File: config.mk
export PLATFORM = sky130hd
export DESIGN_NAME = bullet_ctrl
export DESIGN_NICKNAME = d
export VERILOG_FILES = /design/src/rtl/tank_pkg.sv /design/src/rtl/frame_down_counter.sv /design/src/rtl/bullet_ctrl.sv
export SDC_FILE = /design/constraint.sdc
export NUM_CORES = 1
export LEC_CHECK = 0
export CAP_MARGIN = 20
export CELL_PAD_IN_SITES_DETAIL_PLACEMENT = 0
export CELL_PAD_IN_SITES_GLOBAL_PLACEMENT = 1
export CORE_ASPECT_RATIO = 1.4
export CORE_UTILIZATION = 35
export CTS_CLUSTER_SIZE = 14
export DETAILED_ROUTE_END_ITERATION = 8
export GPL_ROUTABILITY_DRIVEN = 0
export HOLD_SLACK_MARGIN = 0.06
export PLACE_DENSITY = 0.89
export SLEW_MARGIN = 10
export SYNTH_ARGS = -nofsm -noshare
export SYNTH_HDL_FRONTEND = slang
export SYNTH_HIERARCHICAL = 1
export SYNTH_SLANG_ARGS = --single-unit
File: constraint.sdc
create_clock -name clk_i -period 3.1 [get_ports clk_i]
set_input_delay 0.62 -clock clk_i [delete_from_list [all_inputs] [get_ports clk_i]]
set_output_delay 0.62 -clock clk_i [all_outputs]
set_load 0.01 [all_outputs]
File: src/rtl/tank_pkg.sv
// Shared types and screen defaults for the tank game datapath blocks.
package tank_pkg;

    localparam int unsigned SCREEN_W_DEF = 640;
    localparam int unsigned SCREEN_H_DEF = 480;
    localparam int unsigned COORD_W_DEF  = 10;

    typedef logic [COORD_W_DEF-1:0] coord_t;

    typedef enum logic [1:0] {
        DirUp    = 2'd0,
        DirRight = 2'd1,
        DirDown  = 2'd2,
        DirLeft  = 2'd3
    } dir_e;

    typedef enum logic [1:0] {
        StIdle     = 2'd0,
        StFly      = 2'd1,
        StExplode  = 2'd2,
        StCooldown = 2'd3
    } bullet_state_e;

endpackage

File: src/rtl/frame_down_counter.sv
// Loadable frame-tick down counter; done_o pulses on the tick that consumes the last count.
module frame_down_counter #(
    parameter int unsigned Width = 5
) (
    input  logic             clk_i,
    input  logic             rst_ni,
    input  logic             load_i,
    input  logic [Width-1:0] load_val_i,
    input  logic             tick_i,
    output logic [Width-1:0] count_o,
    output logic             done_o
);

    logic [Width-1:0] count_q, count_d;

    always_comb begin
        count_d = count_q;
        if (load_i) begin
            count_d = load_val_i;
        end else if (tick_i && (count_q != '0)) begin
            count_d = count_q - 1'b1;
        end
    end

    always_ff @(posedge clk_i or negedge rst_ni) begin
        if (!rst_ni) begin
            count_q <= '0;
        end else begin
            count_q <= count_d;
        end
    end

    assign count_o = count_q;
    assign done_o  = tick_i && (count_q == Width'(1));

endmodule

File: src/rtl/bullet_ctrl.sv
// Per-player bullet lifecycle: fire, per-frame flight, explosion window and refire cooldown.
module bullet_ctrl
    import tank_pkg::*;
#(
    parameter int unsigned SCREEN_W        = SCREEN_W_DEF,
    parameter int unsigned SCREEN_H        = SCREEN_H_DEF,
    parameter int unsigned COORD_W         = COORD_W_DEF,
    parameter int unsigned BULLET_SPEED    = 4,
    parameter int unsigned EXPLODE_FRAMES  = 8,
    parameter int unsigned COOLDOWN_FRAMES = 16
) (
    input  logic               clk_i,
    input  logic               rst_ni,
    input  logic               frame_tick_i,
    input  logic               fire_i,
    input  logic [COORD_W-1:0] tank_x_i,
    input  logic [COORD_W-1:0] tank_y_i,
    input  logic [1:0]         tank_dir_i,
    input  logic               explose_i,
    output logic               bullet_active_o,
    output logic [COORD_W-1:0] bullet_x_o,
    output logic [COORD_W-1:0] bullet_y_o,
    output logic               exploding_o,
    output logic               ready_o
);

    localparam int unsigned MaxFrames =
        (EXPLODE_FRAMES > COOLDOWN_FRAMES) ? EXPLODE_FRAMES : COOLDOWN_FRAMES;
    localparam int unsigned CntW = $clog2(MaxFrames + 1);

    localparam logic [COORD_W:0] SpeedExt = (COORD_W+1)'(BULLET_SPEED);
    localparam logic [COORD_W:0] XMax     = (COORD_W+1)'(SCREEN_W - 1);
    localparam logic [COORD_W:0] YMax     = (COORD_W+1)'(SCREEN_H - 1);

    bullet_state_e      state_q, state_d;
    dir_e               dir_q, dir_d;
    logic [COORD_W-1:0] x_q, x_d, y_q, y_d;
    logic               fire_prev_q;
    logic               fire_edge;

    logic            cnt_load, cnt_tick, cnt_done;
    logic [CntW-1:0] cnt_val, cnt_count;

    logic [COORD_W:0] x_ext, y_ext, x_step, y_step;
    logic             out_of_range;

    assign fire_edge = fire_i && !fire_prev_q;
    assign cnt_tick  = frame_tick_i && ((state_q == StExplode) || (state_q == StCooldown));

    // One extra bit so an underflow past 0 or overflow past the edge is visible.
    always_comb begin
        x_ext        = {1'b0, x_q};
        y_ext        = {1'b0, y_q};
        x_step       = x_ext;
        y_step       = y_ext;
        out_of_range = 1'b0;
        case (dir_q)
            DirUp: begin
                out_of_range = (y_ext < SpeedExt);
                y_step       = y_ext - SpeedExt;
            end
            DirDown: begin
                y_step       = y_ext + SpeedExt;
                out_of_range = (y_step > YMax);
            end
            DirLeft: begin
                out_of_range = (x_ext < SpeedExt);
                x_step       = x_ext - SpeedExt;
            end
            DirRight: begin
                x_step       = x_ext + SpeedExt;
                out_of_range = (x_step > XMax);
            end
            default: out_of_range = 1'b0;
        endcase
    end

    always_comb begin
        state_d  = state_q;
        dir_d    = dir_q;
        x_d      = x_q;
        y_d      = y_q;
        cnt_load = 1'b0;
        cnt_val  = '0;
        case (state_q)
            StIdle: begin
                if (fire_edge) begin
                    x_d     = tank_x_i;
                    y_d     = tank_y_i;
                    dir_d   = dir_e'(tank_dir_i);
                    state_d = StFly;
                end
            end
            StFly: begin
                // A hit beats a same-cycle frame tick, so the explosion sits where the hit was seen.
                if (explose_i) begin
                    state_d  = StExplode;
                    cnt_load = 1'b1;
                    cnt_val  = CntW'(EXPLODE_FRAMES);
                end else if (frame_tick_i) begin
                    if (out_of_range) begin
                        state_d  = StCooldown;
                        cnt_load = 1'b1;
                        cnt_val  = CntW'(COOLDOWN_FRAMES);
                    end else begin
                        x_d = x_step[COORD_W-1:0];
                        y_d = y_step[COORD_W-1:0];
                    end
                end
            end
            StExplode: begin
                if (cnt_done) begin
                    state_d  = StCooldown;
                    cnt_load = 1'b1;
                    cnt_val  = CntW'(COOLDOWN_FRAMES);
                end
            end
            StCooldown: begin
                if ((COOLDOWN_FRAMES == 0) || cnt_done) begin
                    state_d = StIdle;
                end
            end
            default: state_d = StIdle;
        endcase
    end

    always_ff @(posedge clk_i or negedge rst_ni) begin
        if (!rst_ni) begin
            state_q     <= StIdle;
            dir_q       <= DirUp;
            x_q         <= '0;
            y_q         <= '0;
            fire_prev_q <= 1'b0;
        end else begin
            state_q     <= state_d;
            dir_q       <= dir_d;
            x_q         <= x_d;
            y_q         <= y_d;
            fire_prev_q <= fire_i;
        end
    end

    frame_down_counter #(
        .Width (CntW)
    ) u_frame_cnt (
        .clk_i      (clk_i),
        .rst_ni     (rst_ni),
        .load_i     (cnt_load),
        .load_val_i (cnt_val),
        .tick_i     (cnt_tick),
        .count_o    (cnt_count),
        .done_o     (cnt_done)
    );

    assign bullet_active_o = (state_q == StFly);
    assign exploding_o     = (state_q == StExplode);
    assign ready_o         = (state_q == StIdle);
    assign bullet_x_o      = x_q;
    assign bullet_y_o      = y_q;

endmodule
## Yosys cells after proc, flatten, opt, wreduce, memory -nomap -nowiden

Cells that the tools add are included.
W data, S select, Z words.

- Bits in registers: 30
- Input bits: 27

- $add $sub $neg: 5
- Equal/unequal tests: 17
- Reductions and logical operators: 15
- Muxes and demuxes: 32
- Order comparisons: 4

Operators by type and width:

| operator | count |
|---|---|
| $mux W10 | 8 |
| $pmux W10 S2 | 4 |
| $mux W5 | 6 |
| $add A10 B3 Y11 const B | 2 |
| $lt A10 B3 Y1 const B | 2 |
| $sub A10 B3 Y10 const B | 2 |
| $mux W2 | 6 |
| $reduce_and A6 Y1 | 2 |
| $gt A11 B10 Y1 const B | 1 |
| $gt A11 B9 Y1 const B | 1 |
| $pmux W5 S2 | 1 |
| $eq A2 B2 Y1 const B | 4 |
| $ne A2 B2 Y1 const B | 4 |
| $pmux W2 S4 | 1 |
| $ne A3 B1 Y1 const B | 2 |
| $eq A5 B1 Y1 const B | 1 |
| $reduce_and A5 Y1 | 1 |
| $reduce_bool A5 Y1 | 1 |
| $sub A5 B1 Y5 const B | 1 |
| $eq A2 B1 Y1 const B | 2 |
| $logic_and A1 B1 Y1 | 4 |
| $logic_not A2 Y1 | 2 |
| $mux W1 | 4 |
| $ne A2 B1 Y1 const B | 2 |
| 8 further kinds | 9 |

## Logic depth before layout (Yosys ltp)

Gate-level depths: netlist (run 1).

- Word-level depth: 8
- Mapped depth: 14
- Mapped depth without buffers: 12

## Modules after synthesis

Netlist (run 1), hierarchy kept.

By module, submodules not included:

| module | instances | cells an instance | area an instance (um^2) |
|---|---|---|---|
| bullet_ctrl | 1 | 263 | 2,169.6 |
| frame_down_counter | 1 | 35 | 336.6 |

## Worst setup path after synthesis (run 1)

Ideal clock, no wire load.

- Kind: register -> register
- Start: register x_q[2] (netlist: bullet_x_o[2])
- End: register u_frame_cnt.count_q[0] (netlist: u_frame_cnt/count_o[0])
- Clock period less this slack: 3.278 ns
- Data arrival time: 3.132 ns
- Setup slack: -0.178 ns
- Stages on the path, launching flop included: 14
- Cell sequence: dfrtp_1 -> ha_1 -> buf_4 -> xnor2_1 -> nor4b_1 -> o311ai_1 -> a221o_2 -> a32oi_4 -> a221oi_1 -> nor3b_1 -> clkbuf_1 -> nor3b_1 -> mux2i_1 -> o311ai_0

- Word-level cells in the longest chain between the ends: 8
- Elaborated cells between the ends (all ways): 10

RTL lines:

| element | line | RTL |
|---|---|---|
| start: declaration | bullet_ctrl.sv:37 | `logic [COORD_W-1:0] x_q, x_d, y_q, y_d;` |
| start signal: assignment | bullet_ctrl.sv:131 | `x_q <= '0;` |
| start signal: assignment | bullet_ctrl.sv:137 | `x_q <= x_d;` |
| $add A10 B3 Y11 | bullet_ctrl.sv:71 | `x_step = x_ext + SpeedExt;` |
| $gt A11 B10 Y1 | bullet_ctrl.sv:72 | `out_of_range = (x_step > XMax);` |
| $pmux W1 S4 * | bullet_ctrl.sv:57 | `case (dir_q)` |
| $mux W1 * | bullet_ctrl.sv:101 | `if (out_of_range) begin` |
| $mux W1 * | bullet_ctrl.sv:100 | `end else if (frame_tick_i) begin` |
| $mux W1 * | bullet_ctrl.sv:96 | `if (explose_i) begin` |
| $pmux W1 S2 * | bullet_ctrl.sv:85 | `case (state_q)` |
| via cnt_load | bullet_ctrl.sv:41 | `logic cnt_load, cnt_tick, cnt_done;` |
| $mux W5 / $reduce_bool A2 Y1 (equally long branches) | n/a |  |
| end signal: assignment | frame_down_counter.sv:29 | `count_q <= count_d;` |
| end: declaration | frame_down_counter.sv:14 | `logic [Width-1:0] count_q, count_d;` |

The timed path passes the listed nets; every way through them passes the cells marked *.
A chain may end at the register's enable or synchronous reset.

## Worst setup path in the final report (run 1)

- Start: register x_q[3] (netlist: bullet_x_o[3])
- End: register u_frame_cnt.count_q[3] (netlist: u_frame_cnt/count_o[3])

Same word-level chain as after synthesis.

==> out/metrics.cfg, run 1 <==
[status]
outcome = complete, no violations

[clock_tree]
clockBufferDepth = 2
clock-sinks = 30
insertion_delay_ns = 0.29
ctsHoldBuffers = 0
cts_root_buf = clkbuf_8
h-tree-depth = 2
cts_resized = 0
cts_setup_buffers = 0
cts_tree = done
cts_buffers = 5
clk_pin_slew_worst_paths_ns = 0.07

[hold_path]
whs_endpoint = bullet_x_o[0]$_DFFE_PN0P_
hp-class = reg -> reg
hold_start = bullet_x_o[0]$_DFFE_PN0P_
whs_path_depth = 1

[floorplanning]
start_util_pct = 36.1
die_area_um2 = 7510
io_pins = 50
die_h_um = 102
std_cell_rows = 36
die_w_um = 73.5
core-area_um2 = 6940

[synth]
async_flop_share_pct = 100
synthesis.area_um2 = 2510
ys_seq_area_share_pct = 30.0
ys_types = 67
synth_flop_cell = dfrtp_1
ys_seq_elements = 30
yosys_warnings = 6
synth_edf_count = 0
syn_avg_cell_area_um2 = 8.41
synth_cells = 298

[worst_setup_path]
reg2reg_from = bullet_x_o[3]$_DFFE_PN0P_
cp.required_ns = 3.28
critPathLaunchType = flop
crit_path_end_kind = flop
cp_data_arrival_time_ns = 3.07
r2r.worst_path.cells = 12
critPathKind = reg -> reg
critPathMaxFanout = 13
reg2reg_to = u_frame_cnt/count_o[3]$_DFFE_PN0P_
r2r_slack_ns = 0.21

[cells_and_area]
multiInputGateArea_um2 = 1610
fillerInstances = 709
final_net_count = 392
drive_above_1_share_pct = 13.6
post-route-util_pct = 47.1
diodes = 0
syn2layout_area_growth_pct = 30.4
regArea_um2 = 753

[global_route]
grt_use_total_pct = 20.0
grt_pass1_wl_um = 11500
grt_max_degree = 31
overflow = 0
grt_pass1_vias = 2404
antenna_found_initial = 0

[drt]
postRouteAntennaNets = 0
dr_total_vias = 2477
drc = 0
drt-wirelength-per-cell_um = 15.7
vias_per_cell = 5.53
drt_pre_antenna_iters = 4
drt-initial-drc-count = 142
routed_wl_um = 7030

[sta]
setup-tns-final_ns = 0
fin_crit_ns = 2.89
tightest_slew_ns = 0.523
rsz0062_at_grt = no
finalMaxSlewViolations = 0
finalCritPeriodShare_pct = 93.3
worst_slew_margin_rel_pct = 65.2
skew_ns = 0.00455
timing.fmax_mhz = 346
hold_viol = 0
setup_viol = 0

[place]
dpl.hpwl_um = 5210
port_buffers = 49

[power]
p_leak_nw = 1.36
vdd_drop_max_uv = 315
p_per_area_nw_per_um2 = 1120
p_total_w = 0.00366

[flow_run]
cap_violations = 0

[critical path, cell delays in order (launching register included)]
cell      delay [ns]
dfrtp_2         0.43
inv_1           0.06
ha_1            0.30
nand4b_1        0.10
nor4b_2         0.23
o311ai_1        0.15
a221o_2         0.41
a32oi_4         0.19
a221oi_1        0.12
nor3b_2         0.24
buf_6           0.18
nor2b_1         0.05
a221o_1         0.31
[routing by layer]
metal | global-route usage (%) | wire length, µm
met1 | 23.6 | 2860
met2 | 36.1 | 3740
met3 | 3.25 | 315
met4 | 7.25 | 121
met5 | 0 | 0
[where the power goes]
part	switching [W]	total, W	internal [W]
registers	0.000318	0.000908	0.000590
clock network	0.000166	0.000344	0.000178
logic	0.00127	0.00241	0.00114
total	0.00175	0.00366	0.00191
[registers in the layout, indices dropped and copies added (netlist names)]
| register | flops |
|---|---|
| dir_q | 2 |
| bullet_y_o | 10 |
| bullet_x_o | 10 |
| state_q | 2 |
| fire_prev_q | 1 |
| u_frame_cnt/count_o | 5 |
[final cells by class]
class | count | share of cell area (%)
multi-input combinational | 232 | 49.3
clock inverter | 2 | 0.383
sequential | 30 | 23.1
clock buffer | 6 | 2.53
inverter | 16 | 1.84
tap | 95 | 3.64
timing repair buffer | 67 | 19.3
[how the worst max path moves through the flow]
stage | start | to | slack, ns | cells past startpoint
4_1_cts | bullet_x_o[3]$_DFFE_PN0P_ | u_frame_cnt/count_o[3]$_DFFE_PN0P_ | 0.09 | 12
3_3_place_gp | bullet_x_o[3]$_DFFE_PN0P_ | u_frame_cnt/count_o[3]$_DFFE_PN0P_ | 0.22 | 12
6_report | bullet_x_o[3]$_DFFE_PN0P_ | u_frame_cnt/count_o[3]$_DFFE_PN0P_ | 0.21 | 12
2_1_floorplan | bullet_x_o[2]$_DFFE_PN0P_ | u_frame_cnt/count_o[0]$_DFFE_PN0P_ | 0.009 | 13
5_1_grt | bullet_x_o[2]$_DFFE_PN0P_ | u_frame_cnt/count_o[0]$_DFFE_PN0P_ | 0.01 | 13
3_5_place_dp | bullet_x_o[3]$_DFFE_PN0P_ | u_frame_cnt/count_o[3]$_DFFE_PN0P_ | 0.11 | 12
[synthesized netlist by cell type, types with 2 or more instances]
cell / count / share of area (%)
a22o_1: 4 / 1.4
a32oi_1: 3 / 1.0
nand3_1: 7 / 1.4
nor2b_1: 7 / 1.7
nor4b_1: 2 / 0.70
o21ai_1: 3 / 0.60
nor3b_1: 4 / 1.2
xnor2_1: 2 / 0.70
mux2_2: 3 / 1.3
a211o_1: 2 / 0.70
nor4_1: 2 / 0.50
o22ai_1: 8 / 2.0
ha_1: 13 / 6.5
mux2i_1: 8 / 3.2
or4_1: 2 / 0.60
nand4_1: 5 / 1.2
o31ai_1: 3 / 0.90
nor3_1: 8 / 1.6
o21ai_0: 12 / 2.4
buf_2: 8 / 1.6
clkbuf_1: 12 / 1.8
nor3_2: 3 / 1.2
and3b_1: 3 / 1.0
o311ai_1: 2 / 0.70
a21oi_1: 19 / 3.8
and3_1: 5 / 1.2
a221o_1: 2 / 0.80
nand2_1: 28 / 4.2
a31oi_1: 8 / 2.0
nand2b_1: 7 / 1.7
and2_1: 2 / 0.50
o211ai_1: 2 / 0.60
nor2_1: 19 / 2.8
or3_1: 2 / 0.50
a2bb2oi_1: 2 / 0.70
dfrtp_1: 30 / 30
inv_1: 16 / 2.4
[cell families after synthesis]
kind of cell | count (synthesis) | synth area share (%)
other | 1 | 0.150
buffers and inverters | 38 | 6.54
multiplexers | 12 | 4.99
XOR/XNOR | 3 | 1.05
AND/OR/NAND/NOR | 114 | 25.4
adder cells (fa/ha/maj) | 13 | 6.49
flip-flops | 30 | 30.0
AO/OA/AOI/OAI | 87 | 25.4
[placed cells by master, fill, tap and decap left out, drive strengths merged, types with 5 or more instances in the layout]
| cell | synthesis | layout |
|---|---|---|
| clkdlybuf4s50 | 0 | 49 |
| dfrtp | 30 | 30 |
| nand2 | 28 | 28 |
| nor2 | 20 | 20 |
| a21oi | 19 | 19 |
| buf | 10 | 18 |
| inv | 16 | 16 |
| o21ai | 15 | 15 |
| ha | 13 | 13 |
| nor3 | 11 | 11 |
| a31oi | 8 | 8 |
| o22ai | 8 | 8 |
| mux2i | 8 | 8 |
| nor2b | 7 | 7 |
| nand2b | 7 | 7 |
| nand3 | 7 | 7 |
| clkbuf | 12 | 6 |
| and3 | 5 | 5 |
| nand4 | 5 | 5 |
[per-stage QoR]
stage	setup slack, ns	cells	area (µm²)	hold WS [ns]
CTS	0.0882	448	3250	0.564
detailed placement	0.112	440	3160	0.547
global placement	0.218	440	3160	0.540
global route	0.0101	448	3270	0.585
floorplan	0.00872	300	2520	0.324
finish	0.208	448	3270	0.561
Note: power is estimated with default switching activity, not from simulation.
==> inputs of run 2 (changes only) <==
CAP_MARGIN = 30   (was 20)
==> results of run 2 <==
Same layout as run 1: the final DEF is identical, and so are final timing and power.
==> inputs of run 3 (changes only) <==
CORE_MARGIN = 2   (was default)
==> run 3 against run 2 <==
Flip-flop and latch count stayed put. Clock power is 47% higher. Combinational power is 8.3% higher. Register-to-register slack worse by 0.12 ns. Fmax is 3.9% lower. Via count is 4.8% higher. Highest routed layer unchanged.
==> out/metrics.cfg, run 3 (same netlist as run 1, synthesis figures left out) <==
[cells_and_area]
fillerInstances = 690  ; -2.7%
final_cell_mix = clkdlybuf4s50_1 (49), dfrtp_1 (29), nand2_1 (28), buf_4 (28)
final_common_cell = clkdlybuf4s50_1
drive_above_1_share_pct = 15.9  ; +2.3 points
finalNonFillerCells = 459  ; +2.5%
post-route-util_pct = 49.0  ; +1.9 points
regArea_um2 = 752  ; -0.17%
diodes = 0  ; unchanged
multiInputGateArea_um2 = 1610  ; unchanged
syn2layout_area_growth_pct = 35.5
final_net_count = 403  ; +2.8%

[clock_tree]
insertion_delay_ns = 0.29  ; about the same
h-tree-depth = 2  ; unchanged
clockBufferDepth = 2  ; unchanged
clock-sinks = 30  ; unchanged
cts_tree = done
cts_buffers = 5  ; unchanged
clk_pin_slew_worst_paths_ns = 0.07  ; about the same
ctsHoldBuffers = 0  ; unchanged
cts_root_buf = clkbuf_8

[place]
port_buffers = 49  ; unchanged
dp_slack_ns = 0.0698  ; -0.0426 ns
dpl.cell_count = 444  ; +0.91%
dpl.hpwl_um = 5480  ; +5.2%

[global_route]
antenna_found_initial = 0  ; unchanged
grt_use_total_pct = 19.5  ; -0.51 points
grt_max_degree = 31  ; unchanged
overflow = 0  ; unchanged
grt_pass1_wl_um = 12200  ; +6.2%
grt_pass1_vias = 2541  ; +5.7%

[drt]
dr_total_vias = 2595  ; +4.8%
drt_pre_antenna_iters = 5  ; +1
dr_wl_met3_um = 417  ; +32%
drt-wirelength-per-cell_um = 16.2  ; +3.4%
routed_wl_um = 7450  ; +6.0%
route.met2.wl_um = 4010  ; +7.4%
wl_met1_um = 2870  ; +0.24%
drt-initial-drc-count = 172  ; +21%
highest-signal-layer = met4
drc = 0  ; unchanged
postRouteAntennaNets = 0  ; unchanged
vias_per_cell = 5.65  ; +2.3%

[worst_setup_path]
cp.required_ns = 3.27  ; about the same
crit_path_end_kind = flop
critPathLaunchType = flop
r2r.worst_path.cells = 12  ; unchanged
cp_data_arrival_time_ns = 3.18  ; +0.11 ns
r2r_slack_ns = 0.09  ; -0.12 ns
reg2reg_to = u_frame_cnt/count_o[3]$_DFFE_PN0P_
critPathKind = reg -> reg
reg2reg_from = bullet_x_o[2]$_DFFE_PN0P_
critPathMaxFanout = 10  ; -3

[sta]
skew_ns = 0.00780  ; +0.00324 ns
finalMaxSlewViolations = 0  ; unchanged
tightest_slew_ns = 0.540  ; +0.0177 ns
finalCritPeriodShare_pct = 97.0  ; +3.8 points
setup_viol = 0  ; unchanged
hold_viol = 0  ; unchanged
timing.fmax_mhz = 332  ; -3.9%
worst_slack_ns = 0.0917  ; -0.117 ns
rsz0062_at_grt = yes
fin_crit_ns = 3.01  ; +0.117 ns
worst_slew_margin_rel_pct = 63.9  ; -1.3 points

[hold_path]
hp-class = reg -> reg
hold_start = bullet_x_o[1]$_DFFE_PN0P_
whs_path_depth = 1  ; unchanged
whs_endpoint = bullet_x_o[1]$_DFFE_PN0P_

[floorplanning]
start_util_pct = 36.1  ; unchanged
core-area_um2 = 6940  ; unchanged
die_w_um = 75.5  ; +2.7%
io_pins = 50  ; unchanged
die_area_um2 = 7860  ; +4.7%
std_cell_rows = 36  ; unchanged
die_h_um = 104  ; +2.0%

[flow_run]
cap_violations = 0  ; unchanged

[power]
p_leak_nw = 1.44  ; +5.8%
p_total_w = 0.00396  ; +8.2%
p_per_area_nw_per_um2 = 1170  ; +4.1%
vdd_drop_max_uv = 353  ; +12%

[status]
outcome = complete, no violations

## run 3: cell count changes in the layout (fill, tap and decap cells not counted)
cell,previous run,this run
dfrtp_1,28,29
buf_4,17,28
bufinv_16,0,2
clkinv_2,1,0
dfrtp_2,2,1
clkinvlp_4,1,0
## run 3: worst max-delay path by stage
stage	cells past startpoint	to	from	slack, ns
finish	12	u_frame_cnt/count_o[3]$_DFFE_PN0P_	bullet_x_o[2]$_DFFE_PN0P_	0.09
detailed placement	12	u_frame_cnt/count_o[3]$_DFFE_PN0P_	bullet_x_o[3]$_DFFE_PN0P_	0.07
global placement	12	u_frame_cnt/count_o[3]$_DFFE_PN0P_	bullet_x_o[3]$_DFFE_PN0P_	0.22
global route	13	u_frame_cnt/count_o[0]$_DFFE_PN0P_	bullet_x_o[2]$_DFFE_PN0P_	-0.12
floorplan	13	u_frame_cnt/count_o[0]$_DFFE_PN0P_	bullet_x_o[2]$_DFFE_PN0P_	0.009
CTS	12	u_frame_cnt/count_o[3]$_DFFE_PN0P_	bullet_x_o[3]$_DFFE_PN0P_	0.06
## run 3: critical path, cell delays in order, from the launching register on
cell and delay, ns:
dfrtp_1 0.44, buf_4 0.16, ha_1 0.21, xnor2_1 0.19, nor4b_2 0.08, o311ai_1 0.36, a221o_2 0.27, a32oi_4 0.11
a221oi_1 0.36, nor3b_2 0.10, buf_6 0.15, buf_4 0.13, a221o_1 0.34
## run 3: where the power goes
part	internal [W]	total, W	switching [W]
Combinational	0.00123	0.00261	0.00139
Clock	0.000343	0.000505	0.000162
Sequential	0.000590	0.000846	0.000256
Total	0.00216	0.00396	0.00180
## run 3: per-stage QoR
step,TNS [ns],hold slack (ns),instance area [µm²]
after floorplan,0,0.324,2520
after global placement,0,0.536,3190
after detailed placement,0,0.549,3190
after CTS,0,0.569,3330
after global routing,-0.242,0.590,3400
final,0,0.563,3400
## run 3: layout make-up
class | instances | share of cell area [%]
Multi-Input combinational cell | 232 | 47.4
Clock buffer | 6 | 2.43
Tap cell | 95 | 3.50
Timing Repair Buffer | 78 | 21.0
Clock inverter | 2 | 1.77
Sequential cell | 30 | 22.1
Inverter | 16 | 1.77
## run 3: routing by layer
metal	GRT usage, %	vias to the layer above
met3	3.10	18
met1	23.4	1254
met5	0	-
met2	34.8	92
li1	-	1231
met4	5.14	0
## run 3: repair_timing
action                                  4_1_cts  5_1_grt
buffers inserted                              0        7
endpoints found under the setup margin        0        4
resized for setup                             0        3
